--- src/rtl/ysyx_25040109_mdu_pkg.sv ---
// Shared definitions for the RV32M multiply/divide unit: funct3 encodings, FSM states, op decode helpers.
// No timing of its own.
// No flow control of its own.
package ysyx_25040109_mdu_pkg;

    localparam logic [2:0] F3_MUL    = 3'b000;
    localparam logic [2:0] F3_MULH   = 3'b001;
    localparam logic [2:0] F3_MULHSU = 3'b010;
    localparam logic [2:0] F3_MULHU  = 3'b011;
    localparam logic [2:0] F3_DIV    = 3'b100;
    localparam logic [2:0] F3_DIVU   = 3'b101;
    localparam logic [2:0] F3_REM    = 3'b110;
    localparam logic [2:0] F3_REMU   = 3'b111;

    typedef enum logic [1:0] {
        IDLE = 2'd0,
        MUL  = 2'd1,
        DIV  = 2'd2,
        DONE = 2'd3
    } state_t;

    function automatic logic is_div(input logic [2:0] f3);
        return f3[2];
    endfunction

    // Remainder ops (REM/REMU) select the remainder instead of the quotient
    function automatic logic is_rem(input logic [2:0] f3);
        return f3[2] & f3[1];
    endfunction

    function automatic logic is_signed_src1(input logic [2:0] f3);
        return (f3 == F3_MUL) || (f3 == F3_MULH) || (f3 == F3_MULHSU) ||
               (f3 == F3_DIV) || (f3 == F3_REM);
    endfunction

    function automatic logic is_signed_src2(input logic [2:0] f3);
        return (f3 == F3_MUL) || (f3 == F3_MULH) || (f3 == F3_DIV) || (f3 == F3_REM);
    endfunction

    // MULH/MULHSU/MULHU return the upper half of the product
    function automatic logic is_high(input logic [2:0] f3);
        return !f3[2] && (f3[1:0] != 2'b00);
    endfunction

endpackage

--- src/rtl/ysyx_25040109_mdu_div_core.sv ---
// Restoring radix-2 divider datapath on unsigned magnitudes; one quotient bit per step.
// Latency: XLEN step cycles after start.
// No backpressure: the controlling FSM decides when to start and step.
module ysyx_25040109_mdu_div_core #(
    parameter int XLEN = 32
) (
    input  logic            clk,
    input  logic            rst,
    input  logic            start,
    input  logic            step,
    input  logic [XLEN-1:0] dividend,
    input  logic [XLEN-1:0] divisor,
    output logic [XLEN-1:0] quotient,
    output logic [XLEN-1:0] remainder
);

    logic [XLEN-1:0] rem_q;
    logic [XLEN-1:0] quo_q;
    logic [XLEN-1:0] dvs_q;
    logic [XLEN:0]   shifted;
    logic [XLEN:0]   diff;

    // Partial remainder is always below the divisor, so the shifted value fits XLEN+1 bits
    // and the top bit of the difference is the borrow.
    assign shifted   = {rem_q, quo_q[XLEN-1]};
    assign diff      = shifted - {1'b0, dvs_q};
    assign quotient  = quo_q;
    assign remainder = rem_q;

    // Load operands on start, otherwise shift in one quotient bit per step
    always_ff @(posedge clk or posedge rst) begin
        if (rst) begin
            rem_q <= '0;
            quo_q <= '0;
            dvs_q <= '0;
        end else if (start) begin
            rem_q <= '0;
            quo_q <= dividend;
            dvs_q <= divisor;
        end else if (step) begin
            if (!diff[XLEN]) begin
                rem_q <= diff[XLEN-1:0];
                quo_q <= {quo_q[XLEN-2:0], 1'b1};
            end else begin
                rem_q <= shifted[XLEN-1:0];
                quo_q <= {quo_q[XLEN-2:0], 1'b0};
            end
        end
    end

endmodule

--- src/rtl/ysyx_25040109_mdu.sv ---
// Multi-cycle RV32M multiply/divide unit with rd tag passthrough and flush; MDU_FAST_MUL_EN selects a single-cycle multiplier.
// Latency: XLEN+1 edges incl. accept for iterative mul/div, 1 edge for div-by-zero, overflow and fast mul.
// Result held on out_valid until out_ready; in_ready low whenever an op is in flight or pending.
module ysyx_25040109_mdu
    import ysyx_25040109_mdu_pkg::*;
#(
    parameter int XLEN  = 32,
    parameter int TAG_W = 5
) (
    input  logic             clk,
    input  logic             rst,
    input  logic             in_valid,
    output logic             in_ready,
    input  logic [2:0]       in_funct3,
    input  logic [XLEN-1:0]  in_src1,
    input  logic [XLEN-1:0]  in_src2,
    input  logic [TAG_W-1:0] in_tag,
    input  logic             flush,
    output logic             out_valid,
    input  logic             out_ready,
    output logic [XLEN-1:0]  out_result,
    output logic [TAG_W-1:0] out_tag,
    output logic             busy
);

    localparam int              CNT_W   = $clog2(XLEN);
    localparam logic [CNT_W-1:0] CNT_LAST = CNT_W'(XLEN - 1);
    localparam logic [XLEN-1:0] INT_MIN = {1'b1, {(XLEN-1){1'b0}}};

    state_t            state;
    state_t            state_nxt;
    logic [CNT_W-1:0]  cnt;
    logic [2:0]        op;
    logic [TAG_W-1:0]  tag_q;
    logic              neg_q;      // quotient / product must be negated
    logic              neg_r;      // remainder must be negated (dividend was negative)
    logic              direct_q;   // result was produced at accept time
    logic [XLEN-1:0]   direct_res;
    logic [XLEN-1:0]   mcand;
    logic [2*XLEN-1:0] prod;

    logic              accept;
    logic              s1_neg;
    logic              s2_neg;
    logic [XLEN-1:0]   mag1;
    logic [XLEN-1:0]   mag2;
    logic              div_zero;
    logic              div_ovf;
    logic              mul_direct;
    logic              direct_in;
    logic [XLEN-1:0]   fast_res;
    logic [XLEN-1:0]   direct_val;
    logic [XLEN:0]     mul_sum;
    logic [2*XLEN-1:0] prod_step;
    logic [2*XLEN-1:0] prod_fix;
    logic [XLEN-1:0]   div_quo;
    logic [XLEN-1:0]   div_rem;
    logic [XLEN-1:0]   quo_fix;
    logic [XLEN-1:0]   rem_fix;
    logic [XLEN-1:0]   final_res;

    // Flush wins over a same-cycle accept
    assign accept = in_valid && in_ready && !flush;

    // Operand signs and magnitudes; MIN maps onto itself, which is the right unsigned magnitude
    assign s1_neg   = is_signed_src1(in_funct3) && in_src1[XLEN-1];
    assign s2_neg   = is_signed_src2(in_funct3) && in_src2[XLEN-1];
    assign mag1     = s1_neg ? (XLEN'(0) - in_src1) : in_src1;
    assign mag2     = s2_neg ? (XLEN'(0) - in_src2) : in_src2;
    assign div_zero = is_div(in_funct3) && (in_src2 == '0);
    assign div_ovf  = is_div(in_funct3) && is_signed_src1(in_funct3) &&
                      (in_src1 == INT_MIN) && (in_src2 == '1);

`ifdef MDU_FAST_MUL_EN
    logic [2*XLEN-1:0] fast_mag;
    logic [2*XLEN-1:0] fast_prod;
    assign fast_mag   = {{XLEN{1'b0}}, mag1} * {{XLEN{1'b0}}, mag2};
    assign fast_prod  = (s1_neg ^ s2_neg) ? ((2*XLEN)'(0) - fast_mag) : fast_mag;
    assign fast_res   = is_high(in_funct3) ? fast_prod[2*XLEN-1:XLEN] : fast_prod[XLEN-1:0];
    assign mul_direct = 1'b1;
`else
    assign fast_res   = '0;
    assign mul_direct = 1'b0;
`endif

    assign direct_in = div_zero || div_ovf || (!is_div(in_funct3) && mul_direct);

    // Result for ops that skip the iterative datapath
    always_comb begin
        direct_val = fast_res;
        if (div_zero) begin
            direct_val = is_rem(in_funct3) ? in_src1 : '1;
        end else if (div_ovf) begin
            direct_val = is_rem(in_funct3) ? '0 : INT_MIN;
        end
    end

    // One shift-add step: add multiplicand to the upper half when the low bit is set, then shift right
    assign mul_sum   = {1'b0, prod[2*XLEN-1:XLEN]} + (prod[0] ? {1'b0, mcand} : '0);
    assign prod_step = {mul_sum, prod[XLEN-1:1]};

    ysyx_25040109_mdu_div_core #(.XLEN(XLEN)) u_div_core (
        .clk       (clk),
        .rst       (rst),
        .start     (accept && is_div(in_funct3) && !direct_in),
        .step      (state == DIV),
        .dividend  (mag1),
        .divisor   (mag2),
        .quotient  (div_quo),
        .remainder (div_rem)
    );

    // State register
    always_ff @(posedge clk or posedge rst) begin
        if (rst) begin
            state <= IDLE;
        end else begin
            state <= state_nxt;
        end
    end

    // Next-state and handshake outputs
    always_comb begin
        state_nxt = state;
        out_valid = (state == DONE);
        in_ready  = (state == IDLE);
        busy      = (state != IDLE);
        case (state)
            IDLE: begin
                if (accept) begin
                    if (direct_in) begin
                        state_nxt = DONE;
                    end else if (is_div(in_funct3)) begin
                        state_nxt = DIV;
                    end else begin
                        state_nxt = MUL;
                    end
                end
            end
            MUL, DIV: begin
                if (cnt == CNT_LAST) begin
                    state_nxt = DONE;
                end
            end
            DONE: begin
                if (out_ready) begin
                    state_nxt = IDLE;
                end
            end
            default: state_nxt = IDLE;
        endcase
        if (flush) begin
            state_nxt = IDLE;
        end
    end

    // Operand capture on accept, iteration counter and multiplier shift register
    always_ff @(posedge clk or posedge rst) begin
        if (rst) begin
            cnt        <= '0;
            op         <= '0;
            tag_q      <= '0;
            neg_q      <= 1'b0;
            neg_r      <= 1'b0;
            direct_q   <= 1'b0;
            direct_res <= '0;
            mcand      <= '0;
            prod       <= '0;
        end else if (accept) begin
            cnt        <= '0;
            op         <= in_funct3;
            tag_q      <= in_tag;
            neg_q      <= s1_neg ^ s2_neg;
            neg_r      <= s1_neg;
            direct_q   <= direct_in;
            direct_res <= direct_val;
            mcand      <= mag1;
            prod       <= {{XLEN{1'b0}}, mag2};
        end else if (state == MUL || state == DIV) begin
            cnt <= cnt + CNT_W'(1);
            if (state == MUL) begin
                prod <= prod_step;
            end
        end
    end

    // Sign fix-up and result selection; all inputs are registers, so the value holds under backpressure
    assign prod_fix = neg_q ? ((2*XLEN)'(0) - prod) : prod;
    assign quo_fix  = neg_q ? (XLEN'(0) - div_quo) : div_quo;
    assign rem_fix  = neg_r ? (XLEN'(0) - div_rem) : div_rem;

    always_comb begin
        final_res = prod_fix[XLEN-1:0];
        if (direct_q) begin
            final_res = direct_res;
        end else if (is_div(op)) begin
            final_res = is_rem(op) ? rem_fix : quo_fix;
        end else if (is_high(op)) begin
            final_res = prod_fix[2*XLEN-1:XLEN];
        end
    end

    assign out_result = out_valid ? final_res : '0;
    assign out_tag    = tag_q;

endmodule

--- config.mk ---
export PLATFORM = sky130hd
export DESIGN_NAME = ysyx_25040109_mdu
export DESIGN_NICKNAME = d
export VERILOG_FILES = /design/src/rtl/ysyx_25040109_mdu_pkg.sv /design/src/rtl/ysyx_25040109_mdu_div_core.sv /design/src/rtl/ysyx_25040109_mdu.sv
export SDC_FILE = /design/constraint.sdc
export NUM_CORES = 1
export LEC_CHECK = 0
export BUFFER_PORTS_ARGS = -buffer_cell sky130_fd_sc_hd__buf_2
export CORE_MARGIN = 1
export CORE_UTILIZATION = 40
export CTS_CLUSTER_DIAMETER = 100
export DETAILED_ROUTE_END_ITERATION = 7
export MAX_ROUTING_LAYER = met4
export PLACE_DENSITY_LB_ADDON = 0.1
export SETUP_SLACK_MARGIN = 0.02
export SYNTH_ARGS = -nofsm -noshare
export SYNTH_HDL_FRONTEND = slang
export SYNTH_HIERARCHICAL = 1
export SYNTH_SLANG_ARGS = --single-unit
--- constraint.sdc ---
create_clock -name clk -period 12.08 [get_ports clk]
set_input_delay 2.416 -clock clk [delete_from_list [all_inputs] [get_ports clk]]
set_output_delay 2.416 -clock clk [all_outputs]
set_load 0.02 [all_outputs]
Word-level counts from Yosys, hierarchy flattened
Cells that the tools add are included.
{ "totals": {"ff_bits": 242, "in_bits": 77, "out_inout_bits": 40, "word_cells": 103} }
{ "classes": {"add_sub_neg": 8, "n_eq_ne": 13, "muxes": 33, "bitwise": 3, "reduce_logical": 33} }
{ "ops": {"columns": ["op", "n"], "rows": [
  ["$mux 32", 19],
  ["$mux 64", 4],
  ["$sub 1x32->32 const A", 4],
  ["$eq 32x32->1 const B", 2],
  ["$sub 1x64->64 const A", 1],
  ["$add 32x32->33", 1],
  ["$sub 33x32->33", 1],
  ["$logic_not 32->1", 1],
  ["$mux 2", 6],
  ["$logic_and 1x1->1", 11],
  ["$mux 5", 2],
  ["$reduce_bool 2->1", 5],
  ["$logic_or 1x1->1", 8],
  ["$eq 3x3->1 const B", 2],
  ["$pmux 2 s3", 1],
  ["$add 5x1->5 const B", 1],
  ["$eq 5x5->1 const B", 1],
  ["$eq 2x2->1 const B", 2],
  ["$eq 3x1->1 const B", 1],
  ["$eq 3x2->1 const B", 1],
  ["$logic_not 1->1", 3],
  ["$logic_not 3->1", 1],
  ["$ne 3x1->1 const B", 1],
  ["$ne 3x2->1 const B", 1],
  ["other kinds (9)", 10]
]} }

Logic depth before layout (Yosys ltp)
Gate-level depths: netlist (run 1).
{ "depth": {"depth_word": 13, "depth_mapped": 14} }

By module
Netlist (run 1), hierarchy kept.
{ "by_module_without_submodules": {"columns": ["mod", "n_inst", "cells_per_inst", "area_per_inst_um2", "seq_area_each_um2"], "rows": [
  ["ysyx_25040109_mdu", 1, 1729, 13052.5, 3653.5],
  ["ysyx_25040109_mdu_div_core", 1, 680, 6062.1, 2402.3]
]} }

Worst setup path before layout (run 1)
OpenSTA, ideal clock, no wires.
{ "synth_timing": {"path_kind": "reg-to-output", "startpoint": "register prod[0]", "endpoint": "output out_result[8]", "arrival_ns": 3.411, "setup_slack_ns": 6.253, "path_stages_with_launch": 14, "n_path_buf": 4, "cell_sequence": "dfrtp_1 > clkbuf_1 > clkbuf_1 > inv_1 > ha_1 > or3b_1 > nand2b_1 > clkbuf_1 > or4_1 > clkbuf_1 > or4_4 > o31ai_2 > xor2_1 > o21ai_0"} }
{ "synth_between": {"elab_chain_cells": 6} }
{ "synth_lines": {"columns": ["item", "line", "rtl"], "rows": [
  ["start, declared", "ysyx_25040109_mdu.sv:40", "logic [2*XLEN-1:0] prod;"],
  ["start signal, assigned", "ysyx_25040109_mdu.sv:178", "prod <= {{XLEN{1'b0}}, mag2};"],
  ["start signal, assigned", "ysyx_25040109_mdu.sv:182", "prod <= prod_step;"],
  ["$sub 1x64->64", "ysyx_25040109_mdu.sv:188", "assign prod_fix = neg_q ? ((2*XLEN)'(0) - prod) : prod;"],
  ["$mux 64", "ysyx_25040109_mdu.sv:188", null],
  ["$mux 32", "ysyx_25040109_mdu.sv:198", "end else if (is_high(op)) begin"],
  ["$mux 32", "ysyx_25040109_mdu.sv:196", "end else if (is_div(op)) begin"],
  ["$mux 32", "ysyx_25040109_mdu.sv:194", "if (direct_q) begin"],
  ["$mux 32", "ysyx_25040109_mdu.sv:203", "assign out_result = out_valid ? final_res : '0;"],
  ["end, declared", "ysyx_25040109_mdu.sv:21", "output logic [XLEN-1:0] out_result,"]
]} }
No other way between the ends.

Worst setup path in the final report (run 1)
{ "layout_timing": {"startpoint": "register prod[0]", "endpoint": "output out_result[16]"} }
The elaborated chain is that of the path after synthesis.

==> qor.log, run 1 <==
INFO  placement      post-place-cells=3,007
INFO  logic_synthesis synth.ff_latch_count=242
INFO  routing        routed-via-count=18.5k
INFO  finish         antennaDiodeCount=0
INFO  finish         area.sequential=0.00606sqmm
INFO  sta            timing.final.crit_period=7110ps
INFO  power_and_ir_drop power_report.internal_total=3.22mW
INFO  setup_path     crit_fanout=37
INFO  logic_synthesis synth-async-reset-ratio=1.00
INFO  clock_tree     buffers_inserted_during_post_cts_setup_optimization=0
INFO  logic_synthesis post_synth_instance_area=0.0191sqmm
INFO  clock_tree     clock_sink_count=242
INFO  routing        initialDrtViolationCount=1,849
INFO  die            die-height=221microns
INFO  sta            layout_setup_ws=4970ps
INFO  placement      gp_routability_congestion=0.981
INFO  finish         post_route_design_area=0.0212sqmm
INFO  placement      postPlaceCellArea=0.0201sqmm
INFO  routing        detailroute.wirelength.met2=30,200microns
INFO  finish         number_of_standard_cells_in_the_final_layout_excluding_fillers=3,068
INFO  sta            slew_headroom=0.205
INFO  sta            timing.setup.tns=0ps
INFO  setup_path     worst-endpoint-required=9660ps
INFO  die            top_level_ports=117
INFO  power_and_ir_drop power_per_cell_area=302mW/mm^2
INFO  clock_tree     cts_tree=built
INFO  global_route   grt_pass1_wl=107,000microns
INFO  clock_tree     cts_repair_resize_count=0
INFO  sta            final-hold-violation-count=0
INFO  global_route   grt_usage=0.303
INFO  placement      dpl.hpwl=53,700microns
INFO  routing        drc=10
INFO  clock_tree     clock_latency=550ps
INFO  clock_tree     cts.path.max_buffers=3
INFO  setup_path     worstPathArrival=4690ps
INFO  routing        dr.max_layer_used=met4
INFO  job            max_cap_violations=0
INFO  logic_synthesis synth_ff_type=dfrtp_1
INFO  status         run_status=finished, violations left
INFO  setup_path     worst_path_largest_cell_delay=780ps
INFO  logic_synthesis synthDistinctLibCells=83
INFO  clock_tree     ctsRootBufferMaster=clkbuf_16
INFO  logic_synthesis number_of_synthesized_flops_with_an_enable_pin=0
INFO  logic_synthesis synth_warnings=6
INFO  finish         layout.cells.most_common_list=454 x nand2_1, 262 x o21ai_0, 241 x dfrtp_1
INFO  finish         most_common_cell_after_layout_fill_and_taps_aside=nand2_1
INFO  power_and_ir_drop switching_share=0.499
INFO  routing        detail_route.wl_per_cell=23.3microns
INFO  logic_synthesis syn-instance-count=2,409
INFO  routing        wl_met1=32,600microns
INFO  setup_path     launching_element_type_of_the_critical_path=register
INFO  routing        wl_met3=5840microns
INFO  logic_synthesis synth.area.top_cells=dfrtp_1 32%, nand2_1 8.9%, o21ai_0 6.9%, xor2_1 5.5%, ha_1 5.0%
INFO  finish         multi_input_comb_area=0.0123sqmm
INFO  routing        drt-pass1-iter-count=8
INFO  die            dieArea=0.0487sqmm
INFO  setup_path     cp_cell_sequence=inv_1 -> ha_1 -> or3b_1 -> nand2b_1 -> nor4_1 -> nand2b_1 -> o41ai_1 -> xor2_1 -> a221oi_1 -> a22o_1 -> buf_2
INFO  placement      placement.setup.worst_slack=5660ps
INFO  routing        detail_route.wirelength=71,300microns
INFO  logic_synthesis yosysSeqAreaShare=0.317
INFO  finish         layout-drive-gt1-share=0.0987
INFO  sta            setup_violations=0
INFO  power_and_ir_drop overall_power_of_the_completed_layout=6.42mW
INFO  logic_synthesis postSynthAreaPerCell=7.93squm
INFO  clock_tree     clock_h_tree_levels=2
INFO  global_route   maximum_number_of_pins_on_one_net_before_global_route_repair=98
INFO  sta            rsz_0062_raised_after_global_routing=no
INFO  routing        viasPerCell=6.04
INFO  global_route   number_of_antenna_violations_at_the_first_check_in_global_routing=0
INFO  power_and_ir_drop seqPwrFrac=0.258
INFO  logic_synthesis synthesis.nets=2,564
INFO  setup_path     critical-path-slowest-cell=dfrtp_1
INFO  clock_tree     cts_made_buffers=34
INFO  finish         design.final.nets=2,591
INFO  setup_path     path_common_cell=nand2b_1
INFO  finish         filler_instances=4,727
INFO  sta            timing.clock.skew=15.0ps
INFO  sta            finalMaxSlewViolations=0
INFO  power_and_ir_drop power.net_switching=3.20mW
INFO  die            core_area=0.0469sqmm
INFO  status         failing_checks=design-rule violations
INFO  finish         final_core_utilization=0.453
INFO  clock_tree     worst_setup_hold_path_clk_slew=60ps
INFO  power_and_ir_drop comb_power_share=0.575
INFO  setup_path     end_kind=output port
INFO  sta            fin_worst_hold_slack=471ps
INFO  clock_tree     cts-hold-fix-buffers=0
INFO  power_and_ir_drop ir_drop=0.118mV
INFO  sta            max_freq=0.141GHz
INFO  sta            timing.final.crit_share=0.589
INFO  die            num_rows=79
INFO  global_route   grt_overflow=0
INFO  power_and_ir_drop leakage=9.10nW
INFO  placement      count_of_buffers_from_port_buffering=116
INFO  logic_synthesis synth_top_area_share=0.317
INFO  finish         syn_to_final_growth=11.1%
INFO  logic_synthesis library_cell_with_the_largest_summed_area_after_synthesis=dfrtp_1
INFO  die            die_width=221microns
INFO  sta            worstMarginPinSlew=1190ps
INFO  global_route   grt_pass1_vias=17.3k
INFO  power_and_ir_drop p_clk_frac=0.167
INFO  die            start_util=0.408
INFO  worst_hold_path min_path_type=register to register
INFO  routing        ant_nets=0
INFO  setup_path     setup.worst_path.class=register to output port
## synthesized netlist by cell type (all sizes together) (8+ instances only)
| cell | number |
|---|---|
| nand2 | 455 |
| nor3 | 27 |
| xnor2 | 109 |
| mux2i | 54 |
| o21a | 8 |
| a22o | 8 |
| nand2b | 15 |
| a211oi | 35 |
| inv | 72 |
| xor2 | 121 |
| a21oi | 139 |
| nand4 | 17 |
| a311oi | 16 |
| o41ai | 23 |
| or4 | 33 |
| nand3 | 23 |
| dfrtp | 242 |
| o31ai | 48 |
| nor2b | 10 |
| a31oi | 49 |
| and3 | 12 |
| buf | 20 |
| nor2 | 143 |
| and2 | 47 |
| ha | 76 |
| a221oi | 15 |
| nor4 | 22 |
| a21o | 36 |
| o211ai | 20 |
| clkbuf | 120 |
| o21ai | 267 |
| or2 | 20 |
| or3 | 22 |
## final cells by class
type,count,share of cell area
sequential,242,0.285
timing repair buffer,131,0.0327
clock buffer,52,0.0496
multi-input combinational,1955,0.578
tap,607,0.0358
inverter,72,0.0131
clock inverter,9,0.00583
## final timing paths
kind,slack (ps),start,depth (start not counted),to
max,4970,prod[0],11,out_result[16]
min,470,mcand[12],2,mcand[12]
max reg2reg,7990,prod[0],10,prod[58]
min reg2reg,470,mcand[12],2,mcand[12]
max in group asynchronous,8430,rst,3,neg_q
min in group asynchronous,1940,rst,2,u_div_core/quotient[29]
## cell families (layout without fill, tap and decap cells)
family | Yosys count | after routing | share of synthesized area
flip-flops | 242 | 242 | 0.317
multiplexers | 60 | 60 | 0.0318
AND/OR/NAND/NOR | 863 | 863 | 0.206
XOR/XNOR | 230 | 230 | 0.107
adder cells (fa/ha/maj) | 78 | 78 | 0.0518
buffers and inverters | 212 | 264 | 0.0433
AO/OA/AOI/OAI | 724 | 724 | 0.243
## power by group through the flow
| stage | Combinational, mW | Clock [mW] | Sequential, mW |
|---|---|---|---|
| final | 3.69 | 1.07 | 1.65 |
| after floorplan | 2.79 | 0 | 1.46 |
| after detailed placement | 3.60 | 0 | 1.65 |
| after CTS | 3.62 | 1.09 | 1.65 |
| after global placement | 3.59 | 0 | 1.65 |
| after global routing | 4.05 | 1.12 | 1.71 |
## flip-flops by register name, indices dropped and copies added (netlist names)
name / cells
cnt: 5
direct_q: 1
direct_res: 32
mcand: 32
neg_q: 1
neg_r: 1
op: 3
out_tag: 5
prod: 64
state: 2
u_div_core/dvs_q: 32
u_div_core/quotient: 32
u_div_core/remainder: 32
## worst max-delay path, delay by kind of cell (launching register included)
kind / cells / cell delay, ps
fa+ha+maj: 1 / 190
buf+inv: 2 / 370
flops: 1 / 780
xor+xnor: 1 / 140
simple gates: 4 / 1620
compound gates: 3 / 1060
## routing by layer
layer,track usage,vias up
met4,0.112,0
met5,-,-
met2,0.433,727
met3,0.0583,136
li1,-,8642
met1,0.423,9014
No activity file was read; power rests on OpenSTA's default activity.
==> inputs of run 2 (changes only) <==
clock period = 6 ns   (was 12.08 ns; I/O delays follow)
==> qor.log, run 2 (synthesis gave the netlist of run 1 again) <==
INFO  die            start_util=0.408 [unchanged]
INFO  routing        viasPerCell=6.03 [was 6.04]
INFO  routing        drc=10 [unchanged]
INFO  clock_tree     clock_latency=550ps [about the same]
INFO  status         run_status=finished, violations left [unchanged]
INFO  routing        ant_nets=0 [unchanged]
INFO  sta            timing.clock.skew=27.3ps [was 15.0 ps]
INFO  clock_tree     cts_tree=built [unchanged]
INFO  sta            max_freq=0.189GHz
INFO  clock_tree     cts_made_buffers=34 [unchanged]
INFO  setup_path     crit_fanout=7 [was 37]
INFO  sta            timing.setup.tns=0ps [unchanged]
INFO  routing        detail_route.wl_per_cell=23.4microns [was 23.3 microns]
INFO  finish         layout.cells.most_common_list=454 x nand2_1, 262 x o21ai_0, 241 x dfrtp_1 [unchanged]
INFO  sta            fin_worst_hold_slack=470ps [was 471 ps]
INFO  clock_tree     cts_repair_resize_count=0 [unchanged]
INFO  power_and_ir_drop power_per_cell_area=602mW/mm^2 [was 302 mW/mm^2]
INFO  routing        initialDrtViolationCount=1,883 [was 1,849]
INFO  clock_tree     buffers_inserted_during_post_cts_setup_optimization=0 [unchanged]
INFO  global_route   maximum_number_of_pins_on_one_net_before_global_route_repair=74 [was 98]
INFO  global_route   grt_overflow=0 [unchanged]
INFO  clock_tree     cts.path.max_buffers=3 [unchanged]
INFO  routing        routed-via-count=18.6k [was 18.5k]
INFO  setup_path     worstPathArrival=4100ps [was 4690 ps]
INFO  power_and_ir_drop switching_share=0.503 [was 0.499]
INFO  finish         most_common_cell_after_layout_fill_and_taps_aside=nand2_1 [unchanged]
INFO  sta            slew_headroom=0.203 [was 0.205]
INFO  power_and_ir_drop seqPwrFrac=0.261 [was 0.258]
INFO  setup_path     launching_element_type_of_the_critical_path=register [unchanged]
INFO  finish         filler_instances=4,814 [was 4,727]
INFO  sta            timing.final.crit_period=5300ps
INFO  finish         design.final.nets=2,602 [was 2,591]
INFO  finish         largest_register=prod [unchanged]
INFO  power_and_ir_drop power_report.internal_total=6.36mW [was 3.22 mW]
INFO  die            top_level_ports=117 [unchanged]
INFO  power_and_ir_drop power.net_switching=6.43mW [was 3.20 mW]
INFO  finish         syn_to_final_growth=11.0% [was 11.1%]
INFO  placement      placement.setup.worst_slack=1330ps [was 5660 ps]
INFO  sta            finalMaxSlewViolations=0 [unchanged]
INFO  sta            final-hold-violation-count=0 [unchanged]
INFO  worst_hold_path min_path_type=register to register [unchanged]
INFO  sta            timing.final.crit_share=0.884
INFO  clock_tree     ctsRootBufferMaster=clkbuf_16 [unchanged]
INFO  sta            worstMarginPinSlew=1190ps [about the same]
INFO  power_and_ir_drop ir_drop=0.279mV [was 0.118 mV]
INFO  die            core_area=0.0469sqmm [unchanged]
INFO  clock_tree     clock_sink_count=242 [unchanged]
INFO  sta            rsz_0062_raised_after_global_routing=no [unchanged]
INFO  global_route   grt_usage=0.305 [was 0.303]
INFO  power_and_ir_drop p_clk_frac=0.157 [was 0.167]
INFO  sta            setup_violations=0 [unchanged]
INFO  die            dieArea=0.0487sqmm [unchanged]
INFO  clock_tree     cts-hold-fix-buffers=0 [unchanged]
INFO  power_and_ir_drop overall_power_of_the_completed_layout=12.8mW [was 6.42 mW]
INFO  power_and_ir_drop comb_power_share=0.582 [was 0.575]
INFO  finish         final_core_utilization=0.453 [about the same]
INFO  routing        detail_route.wirelength=72,100microns [was 71,300 microns]
INFO  global_route   grt_pass1_wl=108,000microns [was 107,000 microns]
INFO  finish         multi_input_comb_area=0.0123sqmm [unchanged]
INFO  routing        drt-pass1-iter-count=8 [unchanged]
INFO  power_and_ir_drop leakage=9.10nW [about the same]
INFO  die            die_width=221microns [unchanged]
INFO  finish         area.sequential=0.00606sqmm [unchanged]
INFO  status         failing_checks=design-rule violations [unchanged]
INFO  die            num_rows=79 [unchanged]
INFO  sta            layout_setup_ws=698ps [was 4970 ps]
INFO  clock_tree     clock_h_tree_levels=2 [unchanged]
INFO  setup_path     worst-endpoint-required=4800ps [was 9660 ps]
INFO  finish         layout-drive-gt1-share=0.102 [was 0.0987]
INFO  setup_path     end_kind=output port [unchanged]
INFO  global_route   grt_pass1_vias=17.2k [was 17.3k]
INFO  setup_path     setup.worst_path.class=register to output port [unchanged]
INFO  job            max_cap_violations=0 [unchanged]
INFO  finish         largest_reg_flops=64 [unchanged]
INFO  die            die-height=221microns [unchanged]
INFO  placement      gp_routability_congestion=0.967 [was 0.981]
INFO  placement      count_of_buffers_from_port_buffering=116 [unchanged]
INFO  global_route   number_of_antenna_violations_at_the_first_check_in_global_routing=2 [was 0]
INFO  placement      dpl.hpwl=54,800microns [was 53,700 microns]
INFO  clock_tree     worst_setup_hold_path_clk_slew=60ps [about the same]
## run 2: critical path, stage by stage, from the launching register on
cell,delay (ps)
dfrtp_1,450
or4_4,600
or3_4,400
or4_1,690
or4_4,490
nand2_1,90
xor2_1,80
a21oi_1,400
a21o_1,170
buf_2,170
## run 2: power groups by stage
stage / sequential, mW / combinational (mW) / clock [mW]
CTS: 3.31 / 7.36 / 2.06
detailed placement: 3.33 / 7.32 / 0
finish: 3.33 / 7.44 / 2.01
global route: 3.43 / 8.19 / 2.11
global placement: 3.31 / 7.29 / 0
floorplan: 2.93 / 5.63 / 0
## run 2: path summary, 6_finish.rpt
check	to	startpoint	slack, ps	depth (start not counted)
setup / recovery	out_result[6]	prod[7]	700	9
hold / removal	mcand[3]	mcand[3]	470	2
setup reg to reg	u_div_core/remainder[13]	u_div_core/quotient[31]	2000	12
hold reg to reg	mcand[3]	mcand[3]	470	2
max in group asynchronous	u_div_core/dvs_q[28]	rst	4030	3
min in group asynchronous	direct_res[19]	rst	720	2
## run 2: cell type report
class                      instances  share of cell area
tap                              607              0.0358
clock inverter                     8             0.00336
sequential                       242               0.285
multi-input combinational       1955               0.578
inverter                          72              0.0131
clock buffer                      52              0.0476
timing repair buffer             142              0.0366
antenna                            1            0.000118
## run 2: metrics by stage
step,instance area [sq um],instances
3_3_place_gp,20100,3018
6_report,21200,3079
2_1_floorplan,19100,2409
4_1_cts,21200,3078
5_1_grt,21200,3079
3_5_place_dp,20100,3018
## run 2: routing by layer
layer / vias to the layer above / share of wire / wire [microns] / track usage
met1: 9010 / 0.46 / 33500 / 0.430
met5: - / 0 / 0 / -
li1: 8667 / - / - / -
met4: 0 / 0.024 / 1750 / 0.0826
met2: 763 / 0.43 / 31100 / 0.446
met3: 113 / 0.080 / 5740 / 0.0536
